`config.mk`:
```
export PLATFORM = sky130hd
export DESIGN_NAME = fetch_queue
export DESIGN_NICKNAME = d
export VERILOG_FILES = /design/src/rtl/fetch_queue.sv
export SDC_FILE = /design/constraint.sdc
export NUM_CORES = 1
export LEC_CHECK = 0
export BUFFER_PORTS_ARGS = -buffer_cell sky130_fd_sc_hd__buf_2
export CORE_MARGIN = 2
export CORE_UTILIZATION = 56
export DETAILED_ROUTE_END_ITERATION = 8
export GPL_ROUTABILITY_DRIVEN = 0
export PLACE_DENSITY = 0.75
export SKIP_LAST_GASP = 1
export SLEW_MARGIN = 20
export SYNTH_ARGS = -nofsm -noshare
export SYNTH_HDL_FRONTEND = slang
export SYNTH_SLANG_ARGS = --single-unit
```
`constraint.sdc`:
```
create_clock -name clk -period 6 [get_ports clk]
set_input_delay 0.6 -clock clk [delete_from_list [all_inputs] [get_ports clk]]
set_output_delay 0.6 -clock clk [all_outputs]
set_load 0.005 [all_outputs]
```
`src/rtl/fetch_queue.sv`:
```
// fetch_queue: FETCH_W-wide fetch stage. It issues pipelined imem requests, tracks in-flight PCs,
// and buffers returned instructions for decode. Optional perf counters: define FETCH_QUEUE_PERF_EN.
module fetch_queue #(
   parameter int              FETCH_W   = 2,
   parameter int              PC_W      = 32,
   parameter int              INSTR_W   = 32,
   parameter int              FQ_DEPTH  = 8,
   parameter int              MAX_OUTST = 2,
   parameter logic [PC_W-1:0] RESET_PC  = '0
) (
   input  logic                       clk,
   input  logic                       reset,
   input  logic                       fetch_en,
   input  logic                       redirect_en,
   input  logic [PC_W-1:0]            redirect_pc,
   output logic                       imem_req_valid,
   input  logic                       imem_req_ready,
   output logic [PC_W-1:0]            imem_req_addr,
   input  logic                       imem_resp_valid,
   input  logic [FETCH_W*INSTR_W-1:0] imem_resp_data,
   output logic [FETCH_W-1:0]         id_valid,
   output logic [FETCH_W*PC_W-1:0]    id_pc,
   output logic [FETCH_W*INSTR_W-1:0] id_instr,
   input  logic                       id_ready
`ifdef FETCH_QUEUE_PERF_EN
   ,
   output logic [31:0]                perf_req_cnt,
   output logic [31:0]                perf_drop_cnt,
   output logic [31:0]                perf_starve_cnt
`endif
);

   localparam int          PTR_W   = (FQ_DEPTH > 1) ? $clog2(FQ_DEPTH) : 1;
   localparam int          CNT_W   = $clog2(FQ_DEPTH + 1);
   localparam int          OUT_W   = $clog2(MAX_OUTST + 1);
   localparam int          PF_W    = (MAX_OUTST > 1) ? $clog2(MAX_OUTST) : 1;
   localparam int unsigned DEPTH_U = FQ_DEPTH;

   function automatic logic [PTR_W-1:0] ptr_add(input logic [PTR_W-1:0] p, input int unsigned k);
      int unsigned s;
      s = (32'(p) + k) % DEPTH_U;
      return s[PTR_W-1:0];
   endfunction

   function automatic logic [PF_W-1:0] pf_inc(input logic [PF_W-1:0] p);
      if (32'(p) == 32'(MAX_OUTST - 1)) begin
         return '0;
      end else begin
         return p + PF_W'(1);
      end
   endfunction

   logic [PC_W-1:0]    pc_r;
   logic [PTR_W-1:0]   head_r, tail_r;
   logic [CNT_W-1:0]   count_r;
   logic [OUT_W-1:0]   outst_r, drop_r;
   logic [PF_W-1:0]    pf_rd_r, pf_wr_r;
   logic [PC_W-1:0]    pf_mem_r   [MAX_OUTST];
   logic [PC_W-1:0]    fq_pc_r    [FQ_DEPTH];
   logic [INSTR_W-1:0] fq_instr_r [FQ_DEPTH];

   logic               req_ok_s, accept_s, discard_s, push_s, pop_s;
   logic [31:0]        free_s, need_s;
   logic [CNT_W-1:0]   pop_n_s, count_nxt_s;
   logic [OUT_W-1:0]   outst_nxt_s, drop_nxt_s;

   // Request gating reserves queue space for every response still in flight.
   always_comb begin
      free_s    = 32'(FQ_DEPTH) - 32'(count_r);
      need_s    = (32'(outst_r) + 32'd1) * 32'(FETCH_W);
      req_ok_s  = fetch_en && !redirect_en && (32'(outst_r) < 32'(MAX_OUTST)) && (free_s >= need_s);
      accept_s  = req_ok_s && imem_req_ready;
      discard_s = redirect_en || (drop_r != '0);
      push_s    = imem_resp_valid && !discard_s;
      pop_s     = id_ready && (count_r != '0) && !redirect_en;
      pop_n_s   = (32'(count_r) < 32'(FETCH_W)) ? count_r : CNT_W'(FETCH_W);

      if (redirect_en) begin
         count_nxt_s = '0;
      end else begin
         count_nxt_s = count_r + (push_s ? CNT_W'(FETCH_W) : '0) - (pop_s ? pop_n_s : '0);
      end

      case ({accept_s, imem_resp_valid})
         2'b10:   outst_nxt_s = outst_r + OUT_W'(1);
         2'b01:   outst_nxt_s = outst_r - OUT_W'(1);
         default: outst_nxt_s = outst_r;
      endcase

      // Everything still in flight after a redirect belongs to the old stream.
      if (redirect_en) begin
         drop_nxt_s = outst_nxt_s;
      end else if (imem_resp_valid && (drop_r != '0)) begin
         drop_nxt_s = drop_r - OUT_W'(1);
      end else begin
         drop_nxt_s = drop_r;
      end
   end

   // Control state: fetch PC, queue pointers, in-flight and drop bookkeeping.
   always_ff @(posedge clk or posedge reset) begin
      if (reset) begin
         pc_r    <= RESET_PC;
         head_r  <= '0;
         tail_r  <= '0;
         count_r <= '0;
         outst_r <= '0;
         drop_r  <= '0;
         pf_rd_r <= '0;
         pf_wr_r <= '0;
      end else begin
         count_r <= count_nxt_s;
         outst_r <= outst_nxt_s;
         drop_r  <= drop_nxt_s;
         if (redirect_en) begin
            pc_r   <= redirect_pc & {{(PC_W-2){1'b1}}, 2'b00};
            head_r <= '0;
            tail_r <= '0;
         end else begin
            if (accept_s) pc_r <= pc_r + PC_W'(4 * FETCH_W);
            if (push_s)   tail_r <= ptr_add(tail_r, FETCH_W);
            if (pop_s)    head_r <= ptr_add(head_r, 32'(pop_n_s));
         end
         if (accept_s)        pf_wr_r <= pf_inc(pf_wr_r);
         if (imem_resp_valid) pf_rd_r <= pf_inc(pf_rd_r);
      end
   end

   // Storage arrays: in-flight PCs and queued instruction/PC pairs.
   always_ff @(posedge clk) begin
      if (accept_s) pf_mem_r[pf_wr_r] <= pc_r;
      if (push_s) begin
         for (int i = 0; i < FETCH_W; i++) begin
            fq_pc_r[ptr_add(tail_r, i)]    <= pf_mem_r[pf_rd_r] + PC_W'(4 * i);
            fq_instr_r[ptr_add(tail_r, i)] <= imem_resp_data[i*INSTR_W +: INSTR_W];
         end
      end
   end

   // Decode lanes read straight from the queue head.
   always_comb begin
      id_valid = '0;
      id_pc    = '0;
      id_instr = '0;
      for (int i = 0; i < FETCH_W; i++) begin
         id_valid[i]                 = (32'(count_r) > 32'(i)) && !redirect_en;
         id_pc[i*PC_W +: PC_W]       = fq_pc_r[ptr_add(head_r, i)];
         id_instr[i*INSTR_W +: INSTR_W] = fq_instr_r[ptr_add(head_r, i)];
      end
   end

   assign imem_req_valid = req_ok_s;
   assign imem_req_addr  = pc_r;

`ifdef FETCH_QUEUE_PERF_EN
   // Saturating event counters.
   always_ff @(posedge clk or posedge reset) begin
      if (reset) begin
         perf_req_cnt    <= 32'd0;
         perf_drop_cnt   <= 32'd0;
         perf_starve_cnt <= 32'd0;
      end else begin
         if (accept_s && (perf_req_cnt != 32'hFFFF_FFFF))
            perf_req_cnt <= perf_req_cnt + 32'd1;
         if (imem_resp_valid && discard_s && (perf_drop_cnt != 32'hFFFF_FFFF))
            perf_drop_cnt <= perf_drop_cnt + 32'd1;
         if (id_ready && (id_valid == '0) && (perf_starve_cnt != 32'hFFFF_FFFF))
            perf_starve_cnt <= perf_starve_cnt + 32'd1;
      end
   end
`endif

   fetch_queue_chk #(.OUT_W(OUT_W)) u_chk (
      .clk        (clk),
      .reset      (reset),
      .resp_valid (imem_resp_valid),
      .outst      (outst_r)
   );

endmodule

// fetch_queue_chk: simulation checks on the imem response stream.
module fetch_queue_chk #(
   parameter int OUT_W = 2
) (
   input logic             clk,
   input logic             reset,
   input logic             resp_valid,
   input logic [OUT_W-1:0] outst
);
   resp_needs_request: assert property (@(posedge clk) disable iff (reset) !(resp_valid && (outst == '0)));
endmodule

```
==> summary.md, run 1 <==
| Metric | Value |
|---|---|
| FF-to-FF Start | count_r[1] |
| Register Area | 17800 um2 |
| Area leader, netlist | edfxtp_1 |
| Number of flops mapped to enable cells by yosys | 556 |
| R2r setup slk | 1.96 ns |
| Hold_buf cts | 0 |
| Die width | ~240 um |
| Fillers | 4016 |
| Die Height | 241 um |
| Via count | just under 20k |
| Least-Margin Pin Slew | 1.07 ns |
| Remaining DRCs | 0 |
| Initial antenna violation count | 9 |
| Asr flop ratio synth | 7.49% |
| Element type at the critical path end | output pin |
| CTS root buffer | clkbuf_16 |
| Grt ovf | 0 |
| Via/cell ratio | 6.19 |
| Post-synthesis cell area | 31600 um2 |
| Pin count of the biggest net entering global routing | around 120 |
| List of most frequent post-synthesis cells | 556 x edfxtp_1, 446 x nand2_1, 248 x mux4_2 |
| Port buffer count | 257 |
| Clk slew on worst S/H paths | 0.06 ns |
| Sink Count | 601 |
| Period utilisation layout | 77.0% |
| Slew Viols, Final | 0 |
| Vias in the first global route | around 20k |
| GR Util met1 | roughly 34% |
| Core area | 56100 um2 |
| GRT Util Overall | 26.1% |
| GR Layer Usage met3 | 4.88% |
| Starting DRT DRC Count | roughly 1.6k |
| Seq/Total Area, Yosys | 56.4% |
| Final min period | 4.62 ns |
| CP max FO | 60 |
| Synth Instances | 2207 |
| Reg-to-reg endpoint | pf_mem_r[0][24] |
| Max-cap violations | 0 |
| Setup violators final | 0 |
| Area added between synthesis and finish | 12.1% |
| Post-synth top flop | edfxtp_1 |
| Count leader, synth | edfxtp_1 |
| Std cell rows | 87 |
| CP Capture Point | id_pc[2] |
| Top Usage Layer GRT | met2 |
| Ys Warns | 0 |
| Synthesis-stage register bit count | ~600 |
| H-tree Lvls | 2 |
| Worst Setup Slack post-DPL | 1.95 ns |
| Wirelength per Cell | around 23 um |
| Final critical-path setup slack | 1.38 ns |
| Met2 usage | 44.1% |
| Final nets | 2517 |
| Drt total wl | 75200 um |
| Slew HR | 28.9% |
| R2R depth | 10 |
| Yosys cell types | 75 |
| Starting Density | 56.3% |
| Post-cts sizing count | 0 |
| Maximum VDD drop | 238 uV |
| Type of the worst setup path | flip-flop to output pin |
| Status | finished, final reports clean |
| Final ANT Viol Nets | 0 |
| Share of cells above drive strength 1 | about a third |
| Syn Area/Cell | between 10 and 15 um2 |
| Clk_lat worst skew | 0.62 ns |
| Max Clk Rate | roughly 0.22 GHz |
| CP startpoint | head_r[0] |
| Setup_tns | 0 ns |
| TritonCTS Buffers | 60 |
| Final Hold Fails | 0 |
| Synth top area share | 52.9% |
| HP Class | primary input to flip-flop |
| Area of the multi-input gates | around 13000 um2 |
| Setup bufs post-CTS | 0 |
| Drt pass-1 iters | 7 |
| Worst path required time | approximately 5.4 ns |
| First-pass GRT wire length | 115000 um |
| DIE AREA | between 50000 and 60000 um2 |
| DP Wirelength | 46900 um |
| Pleak | 11.9 nW |
| Synth area leaders | edfxtp_1 53%, mux4_2 18%, nand2_1 5.3% |
| Num ports | ~270 |
| Crit path DAT | roughly 4 ns |
| P per Cell Area | approximately 350 nW/um2 |
| Max clock buf depth | 3 |
| RSZ-0062 raised after global routing | false |
| CTS tree | done |
| CP Launch Type | flip-flop |
| Setup Skew | about 0.016 ns |
-- through the flow --
step                      total power [mW]  hold slack, ns  cells  cell area, um2  util (%)
final                                 12.4           0.188   3203           35400      63.1
after global placement                8.62           0.499   3082           33400      59.6
after CTS                             12.5           0.156   3194           35400      63.1
after floorplan                       7.68           0.468   2212           31600         -
after global routing                  13.0           0.191   3197           35400      63.1
after detailed placement              8.74           0.510   3082           33400      59.6
-- per-layer routing --
| layer | up-vias | share of wire (%) |
|---|---|---|
| met1 | 10091 | 39 |
| met4 | 8 | 3.0 |
| met5 | - | 0.071 |
| met3 | 159 | 8.3 |
| li1 | 8716 | - |
| met2 | 849 | 50 |
-- cell usage in the layout, fill, tap and decap left out, types with 9 or more instances in the layout --
master,count
edfxtp_1,556
nand2_1,443
buf_2,257
mux4_2,248
xnor2_1,136
mux2_2,130
nor2_1,79
clkbuf_16,61
inv_1,52
dfrtp_1,41
nand3_1,37
mux2i_1,29
buf_4,26
nor4_1,24
a21oi_1,24
nand4_1,22
ha_1,22
o21ai_0,18
nor3_1,17
nor2b_1,14
clkbuf_1,14
nand3b_1,13
clkinv_1,13
clkinv_2,12
diode_2,9
-- power by group --
part           switching [mW]  internal (mW)  total, mW
clock                    1.58           2.20       3.78
combinational            1.84           1.59       3.43
sequential              0.238           4.99       5.23
-- cell families (layout without fill, tap and decap cells) --
family / Yosys count / in the layout / share of synthesized area, %
other: 1 / 15 / 0.0119
AND/OR/NAND/NOR: 699 / 699 / 9.76
XOR/XNOR: 142 / 142 / 3.94
multiplexers: 408 / 408 / 23.3
buffers and inverters: 233 / 459 / 3.08
AO/OA/AOI/OAI: 97 / 97 / 2.37
adder cells (fa/ha/maj): 26 / 26 / 1.10
flip-flops: 601 / 601 / 56.4
-- worst max-delay path: stages, from the launching register on --
cell and delay [ns]:
dfrtp_4 0.86, buf_4 0.58, buf_4 0.84, mux4_2 0.61, mux2_2 0.29, buf_2 0.15
-- flip-flops by register name, indices dropped and copies added, names as in the netlist, 3 cells and up --
register and cells:
count_r 4, fq_pc_r 240, imem_req_addr 30, pf_mem_r 60, head_r 3, fq_instr_r 256
-- area by class of cell --
type,count,area share [%]
clock inverters,34,1.02
repair buffers,285,4.30
clock buffers,78,4.58
diodes,9,0.0636
inverters,62,0.707
multi-input cells,1378,36.3
well taps,756,2.67
flip-flops and latches,601,50.4
-- worst min-delay path by stage --
stage / cells past startpoint / start / to / slack, ns
2_1_floorplan: 1 / pf_wr_r / pf_wr_r / 0.47
3_3_place_gp: 1 / pf_wr_r / pf_wr_r / 0.50
3_5_place_dp: 1 / pf_wr_r / pf_wr_r / 0.51
4_1_cts: 3 / redirect_pc[5] / imem_req_addr[5] / 0.16
5_1_grt: 2 / redirect_pc[23] / imem_req_addr[23] / 0.19
6_report: 3 / redirect_pc[5] / imem_req_addr[5] / 0.19
Power figures use the tool's default switching activity.
==> run 2: changes to the inputs <==
--- a/config.mk
+++ b/config.mk
@@ -5,12 +5,13 @@
 export SDC_FILE = /design/constraint.sdc
 export NUM_CORES = 1
 export LEC_CHECK = 0
+export ABC_AREA = 1
 export BUFFER_PORTS_ARGS = -buffer_cell sky130_fd_sc_hd__buf_2
 export CORE_MARGIN = 2
-export CORE_UTILIZATION = 56
+export CORE_UTILIZATION = 55
 export DETAILED_ROUTE_END_ITERATION = 8
 export GPL_ROUTABILITY_DRIVEN = 0
-export PLACE_DENSITY = 0.75
+export PLACE_DENSITY = 0.77
 export SKIP_LAST_GASP = 1
 export SLEW_MARGIN = 20
 export SYNTH_ARGS = -nofsm -noshare
==> constraint.sdc (replaced) <==
create_clock -name clk -period 3.86 [get_ports clk]
set_input_delay 0.386 -clock clk [delete_from_list [all_inputs] [get_ports clk]]
set_output_delay 0.386 -clock clk [all_outputs]
set_load 0.005 [all_outputs]
==> summary.md, run 2 <==
| Metric | Value |
|---|---|
| Status | finished, final reports clean |
| Gate power share | 31.1% |
| Most frequent cells in the layout | 712 x nand2_1, 688 x o21ai_0, 556 x edfxtp_1 |
| R2R depth | 13 |
| Sink Count | 601 |
| Delay-heaviest family, CP | buffers and inverters |
| Clock share of power | 30.0% |
| Worst path max stage delay | 0.60 ns |
| TritonCTS Buffers | 61 |
| CP Launch Type | flip-flop |
| Via count | 27.6k |
| Final nets | between 4k and 5k |
| Sequential power share | 38.9% |
| List of most frequent post-synthesis cells | 716 x nand2_1, 688 x o21ai_0, 556 x edfxtp_1 |
| Remaining DRCs | 0 |
| Crit path DAT | approximately 3.3 ns |
| Initial antenna violation count | 2 |
| Ys Warns | 0 |
| Final std cells w/o fill | roughly 4.7k |
| Synth area leaders | edfxtp_1 51%, o21ai_0 11%, nand2_1 8.2% |
| Period utilisation layout | between 90% and 100% |
| Worst hold margin | 0.0329 ns |
| Final instance area | 36900 um2 |
| R2r setup slk | 0.88 ns |
| Worst Setup Slack post-DPL | 0.818 ns |
| Drt pass-1 iters | 6 |
| Asr flop ratio synth | 7.49% |
| Worst path required time | 3.47 ns |
| Register with the most flip-flops | fq_instr_r |
| Num ports | roughly 270 |
| Setup_tns | 0 ns |
| P per Cell Area | about 560 nW/um2 |
| Clk slew on worst S/H paths | about 0.06 ns |
| Synth Instances | 3787 |
| Cell count after placement | 4582 |
| Yosys cell types | ~40 |
| Pin count of the biggest net entering global routing | 251 |
| Least-Margin Pin Slew | 1.06 ns |
| Drt total wl | 88200 um |
| Sw frac | 34.1% |
| Core area | 58900 um2 |
| Final Hold Fails | 0 |
| Pint | about 14 mW |
| Setup violators final | 0 |
| Met3 WL | about 8700 um |
| Area leader, netlist | edfxtp_1 |
| Seq/Total Area, Yosys | 54.4% |
| Setup Skew | 0.0184 ns |
| GRT Util Overall | 28.2% |
| Vias in the first global route | about 26k |
| RSZ-0062 raised after global routing | false |
| Max FFs per register | 256 |
| Count leader, synth | nand2_1 |
| DR top layer | met5 |
| Critical Path Slowest Stage Cell | dfrtp_4 |
| CP Capture Point | id_instr[60] |
| Die width | 248 um |
| Worst-path cell chain | ha_4, inv_2, buf_4, a21oi_1, o21ai_0, nand2_1, nor2_1, a31oi_1, buf_2 |
| Reg-to-reg endpoint | drop_r[1] |
| CTS root buffer | clkbuf_16 |
| Commonest non-fill, non-tap cell in the layout | nand2_1 |
| Biggest regs | fq_instr_r x256, fq_pc_r x240, pf_mem_r x60 |
| DP Wirelength | 52000 um |
| First-pass GRT wire length | 135000 um |
| Syn Area/Cell | between 8 and 9 um2 |
| Via/cell ratio | 5.85 |
| CP startpoint | head_r[1] |
| Wl on met1 | 34100 um |
| Cell Area, Placed | 34500 um2 |
| Starting Density | 55.6% |
| Element type at the critical path end | output pin |
| Post-synthesis cell area | 32700 um2 |
| DIE AREA | 61500 um2 |
| H-tree Lvls | 2 |
| HP Class | primary input to flip-flop |
| Max Clk Rate | 0.273 GHz |
| WP buf/inv | 3 |
| Share of cells above drive strength 1 | 13.0% |
| Metal2 WL | 42500 um |
| Synthesis-stage register bit count | 601 |
| FF-to-FF Start | count_r[0] |
| Total chip power | 20.8 mW |
| NetSw | 7.09 mW |
| Cell count along the critical path | 9 |
| Slew HR | between 20% and 30% |
| Maximum VDD drop | 400 uV |
| Type of the worst setup path | flip-flop to output pin |
| CP max FO | 34 |
| Slew Viols, Final | 0 |
| Std cell rows | 89 |
| Final critical-path setup slack | 0.201 ns |
| Final min period | between 3 and 4 ns |
| Final ANT Viol Nets | 0 |
| Port buffer count | 257 |
| Grt ovf | 0 |
| Clk_lat worst skew | 0.63 ns |
| Synth top area share | 51.0% |
| Starting DRT DRC Count | 2361 |
| Number of flops mapped to enable cells by yosys | 556 |
| Hold Path Depth | 1 |
| Wirelength per Cell | 18.7 um |
| Post-synth top flop | edfxtp_1 |
| Core Util, Final | 62.6% |
| Max-cap violations | 0 |
| Area added between synthesis and finish | 12.6% |
| Die Height | 248 um |
| Max clock buf depth | 3 |
| Pleak | 14.4 nW |
| CTS tree | done |
[run 2: cell types whose count changed in the layout (fill, tap and decap cells not counted), sizes merged, moves of 248 or more]
cell	change
nor2	+295
inv	+251
o21ai	+698
a21oi	+306
mux4	-248
nand2	+326
[run 2: metal layers]
layer  vias up  GRT usage (%)
li1      13254              -
met1     12836           36.0
met2      1343           48.4
met3       202           4.71
met4         2           10.6
met5         -              0
[run 2: kinds of logic (layout without fill, tap and decap cells)]
family	Yosys count	in the layout	synth area share, %
simple gates	1284	1284	16.4
compound gates	1249	1249	20.2
buf+inv	604	759	7.38
flops	601	601	54.4
fa+ha+maj	26	26	1.06
xor+xnor	21	21	0.562
other cells	1	9	0.0115
mux	1	1	0.0344
[run 2: power by group through the flow]
stage | combinational (mW) | clock, mW | sequential, mW
after floorplan | 4.17 | 0 | 8.14
after global placement | 6.22 | 0 | 8.22
after detailed placement | 6.36 | 0 | 8.23
after CTS | 6.42 | 6.27 | 8.10
after global routing | 7.21 | 6.54 | 8.14
final | 6.47 | 6.23 | 8.10
[run 2: area by class of cell]
| type | count | area, um2 |
|---|---|---|
| sequential | 601 | 17800 |
| inverter | 309 | 1190 |
| timing repair buffer | 335 | 2170 |
| fill | 4799 | 22000 |
| clock buffer | 77 | 1630 |
| tap | 773 | 967 |
| multi-input combinational | 2587 | 12600 |
| antenna | 3 | 7.51 |
| clock inverter | 38 | 473 |
[run 2: what timing repair did]
item	4_1_cts	5_1_grt
setup buffers	0	0
hold endpoints to repair	54	0
endpoints found under the setup margin	0	1
hold buffers	23	0
gates resized for setup	0	1
[run 2: how the worst min path moves through the flow]
stage / from / endpoint / slack (ns)
after floorplan: imem_resp_valid / pf_rd_r / 0.47
after global placement: imem_req_addr[2] / pf_mem_r[0][2] / 0.50
after detailed placement: imem_req_addr[2] / pf_mem_r[0][2] / 0.52
after CTS: imem_resp_data[30] / fq_instr_r[0][30] / 0.005
after global routing: imem_resp_data[28] / fq_instr_r[6][28] / 0.02
final: imem_resp_data[28] / fq_instr_r[4][28] / 0.03
